<file path="src/rtl/msk_and_hpc2_pipe.sv">
// Two-stage HPC2 masked AND over W independent bit lanes, each split into D Boolean shares.
// Handshake: a transfer occurs on a rising edge where valid and ready are both high; operands and randomness move together.
module msk_and_hpc2_pipe #(
  parameter int D = 2,
  parameter int W = 8,
  localparam int NR  = D*(D-1)/2,
  localparam int NRT = W*NR
) (
  input  logic           clk,
  input  logic           rst,
  input  logic           in_valid,
  output logic           in_ready,
  input  logic [D*W-1:0] ina,
  input  logic [D*W-1:0] inb,
  input  logic           rnd_valid,
  output logic           rnd_ready,
  input  logic [NRT-1:0] rnd,
  output logic           out_valid,
  input  logic           out_ready,
  output logic [D*W-1:0] out
);

  // Lane-local index of the random bit shared by share pair (i,j), i != j.
  function automatic int ridx(input int i, input int j);
    int lo;
    int hi;
    lo = (i < j) ? i : j;
    hi = (i < j) ? j : i;
    return lo*D - lo*(lo+1)/2 + (hi-1-lo);
  endfunction

  logic                       r_s1_valid;
  logic [W-1:0][D-1:0]        r_s1_a;
  logic [W-1:0][D-1:0]        r_s1_b;
  logic [NRT-1:0]             r_s1_rnd;
  logic [W-1:0][D-1:0][D-1:0] r_s1_v;

  logic                       r_s2_valid;
  logic [W-1:0][D-1:0]        r_s2_aibi;
  logic [W-1:0][D-1:0][D-1:0] r_s2_u;
  logic [W-1:0][D-1:0][D-1:0] r_s2_w;

  logic                       w_s2_free;
  logic                       w_s1_free;
  logic                       w_accept;
  logic                       w_s1_move;
  logic [W-1:0][D-1:0]        w_in_a;
  logic [W-1:0][D-1:0]        w_in_b;
  logic [W-1:0][D-1:0][D-1:0] w_in_v;
  logic [W-1:0][D-1:0]        w_aibi;
  logic [W-1:0][D-1:0][D-1:0] w_u;
  logic [W-1:0][D-1:0][D-1:0] w_w;

  assign w_s2_free = ~r_s2_valid | out_ready;
  assign w_s1_free = ~r_s1_valid | w_s2_free;
  assign w_accept  = in_valid & rnd_valid & w_s1_free;
  assign w_s1_move = r_s1_valid & w_s2_free;

  // Readies are forced low while rst is held so nothing is offered as taken.
  assign in_ready  = rnd_valid & w_s1_free & ~rst;
  assign rnd_ready = in_valid & w_s1_free & ~rst;
  assign out_valid = r_s2_valid;

  always_comb begin
    w_in_a = '0;
    w_in_b = '0;
    w_in_v = '0;
    for (int b = 0; b < W; b++) begin
      for (int i = 0; i < D; i++) begin
        w_in_a[b][i] = ina[i*W+b];
        w_in_b[b][i] = inb[i*W+b];
        for (int j = 0; j < D; j++) begin
          if (j != i) w_in_v[b][i][j] = inb[j*W+b] ^ rnd[b*NR + ridx(i, j)];
        end
      end
    end
  end

  // Stage-2 terms are built only from stage-1 registers to keep shares from recombining early.
  always_comb begin
    w_aibi = '0;
    w_u    = '0;
    w_w    = '0;
    for (int b = 0; b < W; b++) begin
      for (int i = 0; i < D; i++) begin
        w_aibi[b][i] = r_s1_a[b][i] & r_s1_b[b][i];
        for (int j = 0; j < D; j++) begin
          if (j != i) begin
            w_u[b][i][j] = ~r_s1_a[b][i] & r_s1_rnd[b*NR + ridx(i, j)];
            w_w[b][i][j] = r_s1_a[b][i] & r_s1_v[b][i][j];
          end
        end
      end
    end
  end

  always_ff @(posedge clk or posedge rst) begin
    if (rst) begin
      r_s1_valid <= 1'b0;
      r_s1_a     <= '0;
      r_s1_b     <= '0;
      r_s1_rnd   <= '0;
      r_s1_v     <= '0;
    end else begin
      r_s1_valid <= w_accept | (r_s1_valid & ~w_s2_free);
      if (w_accept) begin
        r_s1_a   <= w_in_a;
        r_s1_b   <= w_in_b;
        r_s1_rnd <= rnd;
        r_s1_v   <= w_in_v;
      end
    end
  end

  always_ff @(posedge clk or posedge rst) begin
    if (rst) begin
      r_s2_valid <= 1'b0;
      r_s2_aibi  <= '0;
      r_s2_u     <= '0;
      r_s2_w     <= '0;
    end else begin
      r_s2_valid <= w_s1_move | (r_s2_valid & ~out_ready);
      if (w_s1_move) begin
        r_s2_aibi <= w_aibi;
        r_s2_u    <= w_u;
        r_s2_w    <= w_w;
      end
    end
  end

  // Diagonal u/w entries are held at zero, so a full-row XOR covers exactly j != i.
  always_comb begin
    out = '0;
    for (int b = 0; b < W; b++) begin
      for (int i = 0; i < D; i++) begin
        out[i*W+b] = r_s2_aibi[b][i] ^ (^r_s2_u[b][i]) ^ (^r_s2_w[b][i]);
      end
    end
  end

endmodule

</file>
<file path="config.mk">
export PLATFORM = sky130hd
export DESIGN_NAME = msk_and_hpc2_pipe
export DESIGN_NICKNAME = d
export VERILOG_FILES = /design/src/rtl/msk_and_hpc2_pipe.sv
export SDC_FILE = /design/constraint.sdc
export NUM_CORES = 1
export LEC_CHECK = 0
export CORE_MARGIN = 4
export CORE_UTILIZATION = 50
export DETAILED_ROUTE_END_ITERATION = 6
export GPL_TIMING_DRIVEN = 0
export PLACE_DENSITY = 0.76
export REMOVE_ABC_BUFFERS = 1
export SETUP_SLACK_MARGIN = 0.1
export SLEW_MARGIN = 20
export SYNTH_ARGS = -nofsm -noshare
export SYNTH_HDL_FRONTEND = slang
export SYNTH_SLANG_ARGS = --single-unit
</file>
<file path="constraint.sdc">
create_clock -name clk -period 3.4 [get_ports clk]
set_input_delay 0.68 -clock clk [delete_from_list [all_inputs] [get_ports clk]]
set_output_delay 0.68 -clock clk [all_outputs]
set_load 0.05 [all_outputs]
</file>
==> out/results.tsv, run 1 <==
metric	value	unit
status	complete, no violations	
cp.arrival	2.47	ns
setup_viol	0	
fmax	317.5	MHz
crit_slowest_cell	dfrtp_2	
p_int	0.002681	W
powerDensity	710.1	mW/mm^2
diodes	0	
cts_root_buffer	clkbuf_8	
portBuffers	63	
hold_path_class	flip-flop to flip-flop	
endpoint_kind	output port	
antenna_found_initial	0	
drive_gt1_share	32.84	%
synth_area	0.004855	sq mm
power.leakage	2.576	nW
wire_per_inst	15.82	microns
syn_inst	336	
hold_buffers	0	
layout_min_cycle_time	3.149	ns
core_area	0.009328	sq mm
dieWidth	106.5	microns
placed_area	0.005678	sq mm
whs_endpoint	r_s2_w[29]	
first_pass_iters	4	
crit_required	2.72	ns
critPathLaunchType	flip-flop	
grt_use_total	16.04	%
slew_violations	0	
min_period_over_period	92.63	%
pwr-share-comb	38.7	%
rsz0062_at_grt	false	
finalNetCount	442	
cts_tree	done	
reg2regPathDepth	5	
crit_type	flip-flop to output port	
cts_resized	0	
synth.yosys.seq_area_share	54.64	%
wl	8.398	mm
cts.sinks	106	
r2r_slack	1.21	ns
final_area	0.005897	sq mm
pwr-share-clk	19.9	%
insertion_delay	0.36	ns
place.gp.congestion	0.6991	
clockBufferDepth	2	
first_global_vias	2940	
clkTransAtPathRegs	0.10	ns
drc	0	
via_count	2756	
drt_first_iter_violations	82	
grt_overflow	0	
postCtsSetupRepairBufs	0	
r2r_start	r_s1_valid	
numCtsBuffers	9	
power	0.004188	W
clock_skew	0.01414	ns
ys_warn_count	0	
slowest_delay	0.85	ns
vias_per_cell	5.190	
hold_depth	1	
swShare	35.98	%
syn_area_per_cell	14.45	sq um
place_hpwl	5.702	mm
peakVddDrop	0.0004591	V
io_pins	64	
grt_max_degree	67	
dieArea	0.01135	sq mm
slew_headroom	51.96	%
seq_power_share	41.4	%
path_cells	and3b_4 > nor2_1 > and2_1 > clkdlybuf4s50_1	
crit_path_max_fanout	35	
htreeDepth	3	
hold_violations	0	
ys_ff_latch	106	
p_switching	0.001507	W
min_from	r_s2_w[29]	
regToRegEndpoint	r_s1_v[6]	
worst_pin_slew	0.7206	ns
drv_cap	0	
synth_cell_types	20	
area_delta_synth_final	21.47	%
detail-route-antenna-nets	0	
grt_pass1_wl	14.61	mm
setup_tns	0	ns
die_h	106.5	microns
rows	35	
start_util	52.05	%
registers in the layout, summed over array words and instances (netlist names):
register    flops
out_valid       1
r_s1_a         16
r_s1_b         16
r_s1_rnd        8
r_s1_v         16
r_s1_valid      1
r_s2_aibi      16
r_s2_u         16
r_s2_w         16
stage by stage:
step / hold WS [ns] / worst slack (ns) / std cells / util (%)
finish: 0.5175 / 0.2507 / 531 / 63.22
floorplan: 0.4812 / -0.1915 / 317 / -
global placement: 0.4915 / -1.621 / 509 / 59.09
detailed placement: 0.4972 / 0.2873 / 515 / 60.87
global route: 0.5302 / 0.1543 / 531 / 63.22
CTS: 0.5196 / 0.2205 / 531 / 63.22
worst max-delay path, delay by kind of cell (launching register included):
family,cells,cell delay (ns)
buffers and inverters,1,0.70
DFF,1,0.85
and+or+nand+nor,3,0.57
routing by layer:
layer  share of wire, %  global-route usage, %  up-vias
met2                 49                  25.88       48
met4               0.69                  3.836        0
met3                3.7                  4.250        5
li1                   -                      -     1305
met1                 47                  21.79     1398
met5                  0                      0        -
cell families (layout without fill, tap and decap cells):
family / Yosys count / count (layout) / share of synthesized area (%)
multiplexers: 72 / 72 / 19.79
AND/OR/NAND/NOR: 58 / 58 / 7.449
AO/OA/AOI/OAI: 32 / 32 / 6.598
buffers and inverters: 20 / 86 / 2.861
XOR/XNOR: 48 / 48 / 8.660
flip-flops: 106 / 106 / 54.64
cell usage after synthesis, drive strengths merged:
| cell | number | share of area, % |
|---|---|---|
| xnor2 | 32 | 5.8 |
| nand4 | 32 | 4.1 |
| nor2b | 16 | 2.1 |
| a21bo | 32 | 6.6 |
| xor2 | 16 | 2.9 |
| nand2 | 2 | 0.15 |
| clkbuf | 7 | 0.54 |
| nor2 | 2 | 0.21 |
| and2 | 2 | 0.26 |
| buf | 12 | 2.2 |
| mux2 | 72 | 20 |
| dfrtp | 106 | 55 |
| and3b | 1 | 0.26 |
| nand2b | 3 | 0.39 |
| inv | 1 | 0.077 |
power by group through the flow:
stage                     Clock (W)  Sequential, W  Combinational [W]
final                      0.000835        0.00173            0.00162
after global routing       0.000920        0.00177            0.00171
after CTS                  0.000860        0.00173            0.00164
after detailed placement          0        0.00176            0.00164
after global placement            0        0.00174            0.00160
after floorplan                   0        0.00170            0.00117
cell type report:
class	count	area [sq um]
Clock buffer	11	151.4
Clock inverter	5	67.56
Fill cell	745	3431
Inverter	1	8.758
Multi-Input combinational cell	210	2073
Sequential cell	106	2654
Tap cell	129	161.4
Timing Repair Buffer	69	780.7
layout by cell type (no fill, tap or decap), types with 4 or more instances in the layout:
| master | instances |
|---|---|
| dfrtp_1 | 105 |
| mux2_4 | 40 |
| a21bo_2 | 32 |
| clkdlybuf4s50_1 | 63 |
| nor2b_1 | 16 |
| clkbuf_8 | 11 |
| nand4_1 | 32 |
| mux2_2 | 32 |
| buf_16 | 4 |
| xor2_1 | 16 |
| xnor2_1 | 32 |
worst max path at each step:
stage	start	endpoint	slack (ns)	depth (start not counted)
floorplan	r_s1_valid	r_s1_v[10]	-0.19	3
global placement	rst	r_s1_b[10]	-1.62	2
detailed placement	out_ready	in_ready	0.29	5
CTS	r_s1_valid	in_ready	0.22	4
global route	r_s1_valid	rnd_ready	0.15	4
finish	r_s1_valid	in_ready	0.25	4
Note: power is estimated with default switching activity, not from simulation.
==> inputs of run 2 (changes only) <==
CTS_CLUSTER_DIAMETER = 40   (was default)
clock period = 2.8 ns   (was 3.4 ns; I/O delays follow)
==> out/results.tsv, run 2 (synthesized netlist as in run 1, its figures left out) <==
metric	value	unit	change
crit_type	flip-flop to output port		
peakVddDrop	0.0005575	V	+21%
drive_gt1_share	33.33	%	+0.50 points
first_pass_iters	4		unchanged
finalNetCount	442		unchanged
fmax	393.7	MHz	
powerDensity	863.0	mW/mm^2	+22%
postCtsSetupRepairBufs	0		unchanged
io_pins	64		unchanged
r2r_slack	0.67	ns	-0.54 ns
crit_path_max_fanout	2		-94%
drt_first_iter_violations	90		+9.8%
setup.worst_path.start	r_s2_u[6]		
hold_buffers	0		unchanged
min_period_over_period	90.72	%	
via_count	2754		-0.073%
die_h	106.5	microns	unchanged
final_common_cell	dfrtp_1		
p_int	0.003255	W	+21%
place_hpwl	5.702	mm	unchanged
place.gp.congestion	0.6991		unchanged
cp.arrival	1.98	ns	-0.49 ns
final_cell_mix	dfrtp_1 (105), clkdlybuf4s50_1 (61), mux2_4 (40)		
diodes	0		unchanged
core_area	0.009328	sq mm	unchanged
status	complete, no violations		
crit_required	2.24	ns	-0.48 ns
crit_path_end	out[9]		
dieWidth	106.5	microns	unchanged
cts_root_buffer	clkbuf_8		
vias_per_cell	5.186		about the same
endpoint_kind	output port		
layout_min_cycle_time	2.540	ns	
insertion_delay	0.36	ns	about the same
hold_depth	1		unchanged
wire_per_inst	15.86	microns	+0.29%
fill_cells	749		+0.54%
reg2regPathDepth	5		unchanged
grt_use_total	16.04	%	about the same
numCtsBuffers	9		unchanged
drc	0		unchanged
start_util	52.05	%	unchanged
antenna_found_initial	0		unchanged
multi_input_area	0.002073	sq mm	unchanged
pwr-share-clk	19.9	%	about the same
setup_tns	0	ns	unchanged
cts_resized	3		+3
r2r_start	r_s1_valid		
slew_violations	0		unchanged
swShare	35.97	%	about the same
htreeDepth	3		unchanged
dp.cells	515		unchanged
dieArea	0.01135	sq mm	unchanged
rsz0062_at_grt	false		
critPathLaunchType	flip-flop		
setup_viol	0		unchanged
seq_power_share	41.4	%	about the same
portBuffers	63		unchanged
grt_overflow	0		unchanged
wl	8.422	mm	+0.29%
clock_skew	0.01619	ns	+0.002051 ns
hold_slack	0.5171	ns	-0.0003950 ns
cts.sinks	106		unchanged
pwr-share-comb	38.7	%	about the same
cts_tree	done		
first_global_vias	2928		-0.41%
rows	35		unchanged
regToRegEndpoint	r_s1_v[6]		
p_switching	0.001828	W	+21%
grt_max_degree	67		unchanged
hold_violations	0		unchanged
clockBufferDepth	2		unchanged
layoutNonFillerInstCount	531		unchanged
detail-route-antenna-nets	0		unchanged
hold_path_class	flip-flop to flip-flop		
clkTransAtPathRegs	0.11	ns	about the same
area_delta_synth_final	21.31	%	
slew_headroom	65.77	%	+14 points
power.leakage	2.578	nW	about the same
seq_area	0.002656	sq mm	about the same
drv_cap	0		unchanged
grt_pass1_wl	14.63	mm	+0.14%
worst_pin_slew	0.5118	ns	-0.2088 ns
[run 2: cell count changes in the layout (fill, tap and decap cells not counted), sizes merged]
cell,delta
clkbuf,+2
clkdlybuf4s50,-2
[run 2: worst max-delay path, stage by stage, from the launching register on]
cell             delay [ns]
dfrtp_1                0.41
xnor2_1                0.20
xnor2_1                0.17
clkdlybuf4s50_1        0.85
[run 2: metrics by stage]
stage | setup WS (ns) | util, % | instance area (sq um) | total power (W)
finish | 0.2598 | 63.14 | 5889 | 0.005083
global route | 0.1687 | 63.14 | 5889 | 0.005339
CTS | 0.1198 | 63.22 | 5897 | 0.005141
detailed placement | -0.07269 | 60.87 | 5678 | 0.004117
global placement | -2.101 | 59.09 | 5512 | 0.004056
floorplan | -0.7915 | - | 4720 | 0.003490
[run 2: per-layer routing]
metal | vias up | GRT usage, % | share of wire [%]
li1 | 1300 | - | -
met2 | 48 | 25.97 | 49
met4 | 0 | 3.836 | 0.69
met3 | 5 | 4.250 | 3.7
met1 | 1401 | 21.72 | 46
met5 | - | 0 | 0
[run 2: layout make-up]
cell class                      instances  area share [%]
Clock buffer                           11           2.571
Clock inverter                          5           1.147
Inverter                                1          0.1487
Multi-Input combinational cell        210           35.20
Sequential cell                       106           45.10
Tap cell                              129           2.741
Timing Repair Buffer                   69           13.09
[run 2: worst min-delay path by stage]
stage | startpoint | end
after global placement | r_s2_aibi[4] | r_s2_aibi[4]
final | r_s2_w[29] | r_s2_w[29]
after floorplan | r_s1_v[10] | r_s1_v[10]
after detailed placement | r_s1_v[22] | r_s1_v[22]
after global routing | r_s1_v[29] | r_s1_v[29]
after CTS | r_s1_v[26] | r_s1_v[26]
[run 2: power groups by stage]
stage          Sequential [W]  Clock, W  Combinational, W
4_1_cts               0.00210   0.00104           0.00199
2_1_floorplan         0.00207         0           0.00142
3_5_place_dp          0.00213         0           0.00199
6_report              0.00211   0.00101           0.00197
3_3_place_gp          0.00211         0           0.00194
5_1_grt               0.00215   0.00112           0.00207
==> inputs of run 3 (changes only) <==
CORE_MARGIN = 5   (was 4)
==> out/results.tsv, run 3 (synthesized netlist as in run 1, its figures left out) <==
metric	value	unit	change
clockBufferDepth	2		unchanged
status	complete, no violations		
crit_type	flip-flop to output port		
drv_cap	0		unchanged
regToRegEndpoint	r_s1_v[2]		
start_util	50.36	%	-1.7 points
clkTransAtPathRegs	0.10	ns	about the same
postCtsSetupRepairBufs	0		unchanged
r2r_start	r_s1_valid		
powerDensity	870.0	mW/mm^2	+0.81%
htreeDepth	3		unchanged
grt_pass1_wl	14.39	mm	-1.6%
drc	0		unchanged
cts_root_buffer	clkbuf_8		
layoutNonFillerInstCount	532		+0.19%
area_delta_synth_final	20.15	%	
endpoint_kind	output port		
power.leakage	2.544	nW	-1.3%
vias_per_cell	5.120		-1.3%
hold_path_class	flip-flop to flip-flop		
insertion_delay	0.36	ns	about the same
min_period_over_period	90.52	%	-0.20 points
slowest_delay	0.68	ns	-0.17 ns
fin_util	60.51	%	-2.6 points
setup.worst_path.start	r_s1_valid		
min_from	r_s1_v[5]		
detail-route-antenna-nets	0		unchanged
rsz0062_at_grt	false		
dp_worst_setup_slack	-0.09515	ns	-0.02246 ns
setup_viol	0		unchanged
met2_usage	26.39	%	+0.42 points
antenna_found_initial	0		unchanged
cp.arrival	1.97	ns	about the same
portBuffers	63		unchanged
io_pins	64		unchanged
p_switching	0.001799	W	-1.6%
use_met1	19.82	%	-1.9 points
core_area	0.009639	sq mm	+3.3%
peakVddDrop	0.0004244	V	-24%
fmax	394.6	MHz	+0.22%
crit_slowest_cell	dfrtp_4		
crit_path_end	rnd_ready		
critPathLaunchType	flip-flop		
seq_power_share	41.4	%	about the same
grt_max_degree	67		unchanged
crit_required	2.24	ns	about the same
crit_path_max_fanout	35		+33
wl	8.292	mm	-1.5%
die_h	108.5	microns	+1.9%
cts_tree	done		
power	0.005075	W	-0.15%
grt_use_total	15.43	%	-0.61 points
first_global_vias	2976		+1.6%
first_pass_iters	4		unchanged
top_usage_layer	met2		
final_common_cell	dfrtp_1		
grt_overflow	0		unchanged
place_hpwl	5.579	mm	-2.2%
hold_slack	0.5140	ns	-0.003030 ns
slew_headroom	48.02	%	-18 points
cts.sinks	106		unchanged
path_cells	and3b_4 > nor2_1 > and2_1 > clkdlybuf4s15_2		
setup_slack	0.2655	ns	+0.005684 ns
drive_gt1_share	32.58	%	-0.75 points
pwr-share-comb	38.4	%	-0.3 points
layout_min_cycle_time	2.534	ns	-0.005684 ns
fill_cells	795		+6.1%
finalNetCount	440		-0.45%
clock_skew	0.01102	ns	-0.005173 ns
worst_pin_slew	0.7797	ns	+0.2679 ns
r2r_slack	0.54	ns	-0.13 ns
place.gp.congestion	0.6904		-1.2%
hold_depth	1		unchanged
p_int	0.003276	W	+0.66%
final_cell_mix	dfrtp_1 (105), clkdlybuf4s50_1 (61), mux2_4 (40)		
drt_first_iter_violations	85		-5.6%
dp.cells	517		+0.39%
diodes	0		unchanged
dieWidth	108.5	microns	+1.9%
numCtsBuffers	9		unchanged
via_count	2724		-1.1%
hold_buffers	0		unchanged
slew_violations	0		unchanged
rows	36		+2.9%
wire_per_inst	15.59	microns	-1.7%
swShare	35.45	%	-0.52 points
dieArea	0.01178	sq mm	+3.8%
hold_violations	0		unchanged
pwr-share-clk	20.2	%	+0.3 points
reg2regPathDepth	4		-1
grt_util_met3	3.701	%	-0.55 points
run 3: layout make-up:
| class | instances | area, sq um | share of cell area (%) |
|---|---|---|---|
| Multi-Input combinational cell | 210 | 2073 | 35.54 |
| Sequential cell | 106 | 2656 | 45.54 |
| Inverter | 1 | 8.758 | 0.1502 |
| Timing Repair Buffer | 67 | 714.4 | 12.25 |
| Tap cell | 133 | 166.4 | 2.853 |
| Clock buffer | 10 | 127.6 | 2.188 |
| Clock inverter | 5 | 86.33 | 1.480 |
run 3: power groups by stage:
| stage | clock network (W) | logic (W) | registers [W] |
|---|---|---|---|
| 2_1_floorplan | 0 | 0.00142 | 0.00207 |
| 3_5_place_dp | 0 | 0.00198 | 0.00213 |
| 3_3_place_gp | 0 | 0.00194 | 0.00211 |
| 5_1_grt | 0.00112 | 0.00206 | 0.00215 |
| 6_report | 0.00103 | 0.00195 | 0.00210 |
| 4_1_cts | 0.00106 | 0.00198 | 0.00210 |
run 3: critical path, delay by kind of cell, from the launching register on:
family | cells | cell delay, ns
DFF | 1 | 0.68
and+or+nand+nor | 3 | 0.56
buffers and inverters | 1 | 0.37
run 3: worst min path at each step:
stage                                to  slack (ns)
after CTS                     r_s1_v[5]        0.52
after global placement    r_s2_aibi[10]        0.49
after global routing         r_s2_w[30]        0.53
final                         r_s1_v[5]        0.51
after floorplan              r_s1_v[10]        0.48
after detailed placement      r_s1_v[5]        0.50
run 3: routing by layer:
| layer | part of all wire (%) | vias up |
|---|---|---|
| met5 | 0 | - |
| met4 | 1.3 | 0 |
| met3 | 3.2 | 11 |
| met2 | 51 | 41 |
| met1 | 45 | 1377 |
| li1 | - | 1295 |
run 3: through the flow:
stage	TNS [ns]	instance area (sq um)
final	0	5833
after global routing	0	5833
after CTS	0	5838
after detailed placement	-0.2419	5620
after global placement	-394.55	5517
after floorplan	-98.31	4720
run 3: timing repair:
action | 4_1_cts | 5_1_grt
resized for setup | 6 | 1
hold endpoints to repair | 0 | 0
endpoints found under the setup margin | 2 | 1
pin swaps | 0 | 0
==> variant 1: new RTL, settings of run 2 <==
Set the parameter `W` to 6 (it was 8).
--- a/src/rtl/msk_and_hpc2_pipe.sv
+++ b/src/rtl/msk_and_hpc2_pipe.sv
@@ -4,3 +4,3 @@
   parameter int D = 2,
-  parameter int W = 8,
+  parameter int W = 6,
   localparam int NR  = D*(D-1)/2,
Interface: changed (resized ina, inb, out and rnd); port bits go from 64 to 50. The function was not compared with the original's and may differ.
==> variant 1 against run 2 <==
  * Worst setup slack got worse by 0.063 ns
  * Non-clock buffer count is 19 lower
  * Routed wire length fell by 25%
  * Total power shrank 20%
  * Global-route usage shrank 0.40 points
  * Sequential power is 25% lower
  * Area after synthesis shrank 23%
  * Register-to-register slack worse by 0.10 ns
  * Sequential cell count shrank 26
  * Die area is 22% lower
  * Cell area decreased by 23%
==> variant 1: results (changes against run 2) <==
metric	value	unit	change
Layout non-clock buf frac	11.5	%	-1.6 points
Placed Area	0.00427	mm2	-25%
Relative slew margins	33.8	%	-32 points
crit path capture	rnd_ready		
Commonest cells post-synth	dfrtp_1 (80), mux2_4 (40), a21bo_2 (24), nand4_1 (24), xnor2_1 (24)		
first-pass GRT wire length	10.6	mm	-27%
Placer Congestion	0.727		+3.9%
largest net degree at the start of global routing	59		-12%
Final HPWL DP	4.16	mm	-27%
clkbuf count	9		-2
Compound-Gate Fraction of Synth Area	6.47	%	-0.13 points
count of input and output buffers	49		-22%
XOR/XNOR share of the synthesized area	8.49	%	-0.17 points
worst reg2reg path depth	3		-2
Tot GR Track Use	15.6	%	-0.40 points
FF/Latch Area	0.00201	mm2	-24%
share of cells above drive strength 1	32.9	%	-0.43 points
Seq/Total Area, Yosys	53.9	%	-0.75 points
Seq area share	44.4	%	-0.69 points
Crit Path Max Fanout	27		+25
Hold Startpoint	r_s2_w[2]		
r2r endpoint	r_s1_v[21]		
WL met1	2.93	mm	-25%
Placed Cells	390		-24%
multi-input combinational area share	35.9	%	+0.65 points
status	complete, no violations		
Mean Syn Cell Area	14.6	um2	+1.2%
Pleak	1.99	nW	-23%
metal3 WL	296	um	-4.2%
hold endpoint	r_s2_w[2]		
drt wl/cell	15.7	um	-1.3%
nonclk buf count	50		-28%
Synth Register Bits	80		-25%
r2r setup slk	0.57	ns	-0.10 ns
met1 Usage GRT	20.4	%	-1.3 points
nets@finish	337		-24%
Worst Setup SP	r_s1_valid		
met3 usage	3.21	%	-1.0 points
-- variant 1: critical path: stages (launching register included) --
cell             delay, ns
dfrtp_4               0.64
and3b_4               0.28
nor2_1                0.13
and2_1                0.15
clkdlybuf4s15_1       0.49
-- variant 1: cell families after synthesis --
group	count (synthesis)
flip-flops	80
multiplexers	54
AND/OR/NAND/NOR	46
XOR/XNOR	36
AO/OA/AOI/OAI	24
buffers and inverters	14
-- variant 1: through the flow --
stage	setup slack [ns]	hold slack, ns	utilization [%]	power (mW)
2_1_floorplan	0.188	0.481	-	2.65
6_report	0.196	0.512	62.3	4.09
4_1_cts	0.120	0.516	62.2	4.13
5_1_grt	0.0938	0.531	62.3	4.27
3_3_place_gp	-1.06	0.491	58.4	3.07
3_5_place_dp	-0.482	0.494	58.8	3.10
-- variant 1: report_power, final --
part,internal (mW),switching [mW]
combinational,0.699,0.781
clock,0.593,0.425
sequential,1.40,0.186
total,2.69,1.39
==> variant 2: new RTL, settings of run 2 <==
Without the edit above. Reset style: synchronous (`rst`), changed in 2 clocked blocks.
--- a/src/rtl/msk_and_hpc2_pipe.sv
+++ b/src/rtl/msk_and_hpc2_pipe.sv
@@ -96,3 +96,3 @@
 
-  always_ff @(posedge clk or posedge rst) begin
+  always_ff @(posedge clk) begin
     if (rst) begin
@@ -114,3 +114,3 @@
 
-  always_ff @(posedge clk or posedge rst) begin
+  always_ff @(posedge clk) begin
     if (rst) begin
Check against the original RTL: differs if rst is asserted again (counterexample within 4 cycles, from zero or initial values and one cycle with rst high); with rst held inactive, the same outputs for 10 cycles.
==> variant 2 against run 2 <==
  * Die area shrank 1.7%
  * Routed wire length grew 15%
  * Area after synthesis shrank 1.9%
  * Count of clock-buffer cells in the layout stayed put
  * Sequential cell count stayed put
  * Synthesized cell count increased by 51%
  * Worst setup slack lost 0.033 ns
  * Cell area down 3.4%
  * Largest cell class is now multi-input gates
Power is not compared: it rests on default switching activity, and its combinational part moved more than twofold at a synthesized area within 25%.
==> variant 2: results (changes against run 2) <==
metric	value	unit	change
status	complete, no violations		
first-pass GRT wire length	16.5	mm	+13%
largest cells by area after synthesis	dfxtp_1 (45%), nand2b_1 (11%), xnor2_1 (8.8%)		
Pleak	1.84	nW	
CTS Buf Count	9		unchanged
asr flop ratio synth	0	%	-100 points
vias in the first global route	3630		+24%
drt first pass iters	5		+1
final WL	9.65	mm	+15%
WHS	0.471	ns	-0.0459 ns
Commonest cells post-synth	dfxtp_1 (106), nand2b_1 (81), a21oi_1 (66)		
Unique masters post-synth	23		+15%
Final HPWL DP	6.17	mm	+8.3%
Yosys Warn Count	0		unchanged
clock transition at the registers of the reported paths	0.10	ns	
r2r setup slk	0.53	ns	-0.14 ns
final worst-path cycle share	91.9	%	+1.2 points
Tot GR Track Use	17.7	%	+1.6 points
later-pin clock latency in the skew report	0.36	ns	about the same
largest net degree at the start of global routing	77		+15%
CTS H-tree depth	3		unchanged
Peak VDD IR	0.000300	V	
Placer Congestion	0.725		+3.6%
pre-CTS WS	-0.437	ns	-0.365 ns
Vias/cell	5.40		+4.1%
top-area cell type share of the netlist area	44.5	%	-10 points
Final Skew	0.0113	ns	-0.00486 ns
share of cells above drive strength 1	5.68	%	-28 points
slew of the pin with the lowest slew margin	0.969	ns	+0.458 ns
nets@finish	586		+33%
count of input and output buffers	63		unchanged
Max clock buf depth	2		unchanged
CP arrival	2.01	ns	+0.03 ns
ant diodes	0		unchanged
Seq/Total Area, Yosys	44.5	%	-10 points
DRT iter0 DRCs	167		+86%
Crit Path Max Fanout	19		+17
worst hold path class	reg -> reg		
antenna violations before repair	0		unchanged
-- variant 2: worst paths after layout --
| check | from | cells after the start | endpoint |
|---|---|---|---|
| worst max-delay path | out_ready | 4 | rnd_ready |
| worst min-delay path | r_s1_v[1] | 2 | r_s2_w[1] |
| worst max register to register | out_valid | 5 | r_s1_v[26] |
| worst min register to register | r_s1_v[1] | 2 | r_s2_w[1] |
-- variant 2: metal layers --
metal | wire length (um) | track usage (%) | vias to the layer above
met2 | 4880 | 30.7 | 58
met3 | 407 | 4.53 | 4
met5 | 0 | 0 | -
li1 | - | - | 1848
met4 | 41 | 5.18 | 0
met1 | 4320 | 21.6 | 1735
-- variant 2: power by group --
part	total, mW	switching, mW	internal (mW)
clock	0.878	0.503	0.375
combinational	0.326	0.157	0.168
sequential	1.60	0.0389	1.56
-- variant 2: what timing repair did --
item	in CTS	in global routing
resized for setup	7	0
setup endpoints to repair	2	0
endpoints found under the hold margin	0	0
-- variant 2: cell type report --
cell class | instances | area [um2]
flip-flops and latches | 106 | 2120
fillers | 821 | 3550
clock inverters | 5 | 38.8
inverters | 1 | 3.75
multi-input cells | 354 | 2440
well taps | 129 | 161
clock buffers | 11 | 151
repair buffers | 69 | 773
-- variant 2: critical path: stages --
cell and delay (ns):
clkdlybuf4s50_1 0.48, nand3b_4 0.36, and3b_1 0.29, clkdlybuf4s15_2 0.33
-- variant 2: per-stage QoR --
| stage | instance area, um2 | power (mW) | instances |
|---|---|---|---|
| 2_1_floorplan | 4550 | 1.79 | 461 |
| 3_3_place_gp | 5340 | 1.94 | 653 |
| 3_5_place_dp | 5490 | 1.96 | 659 |
| 4_1_cts | 5690 | 2.83 | 675 |
| 5_1_grt | 5690 | 2.93 | 675 |
| 6_report | 5690 | 2.80 | 675 |
-- variant 2: logic make-up after synthesis --
group / Yosys count / share of synthesized area [%]
simple gates: 135 / 18.9
compound gates: 131 / 14.7
flops: 106 / 44.5
xor+xnor: 48 / 8.82
buf+inv: 47 / 4.67
mux: 40 / 8.40
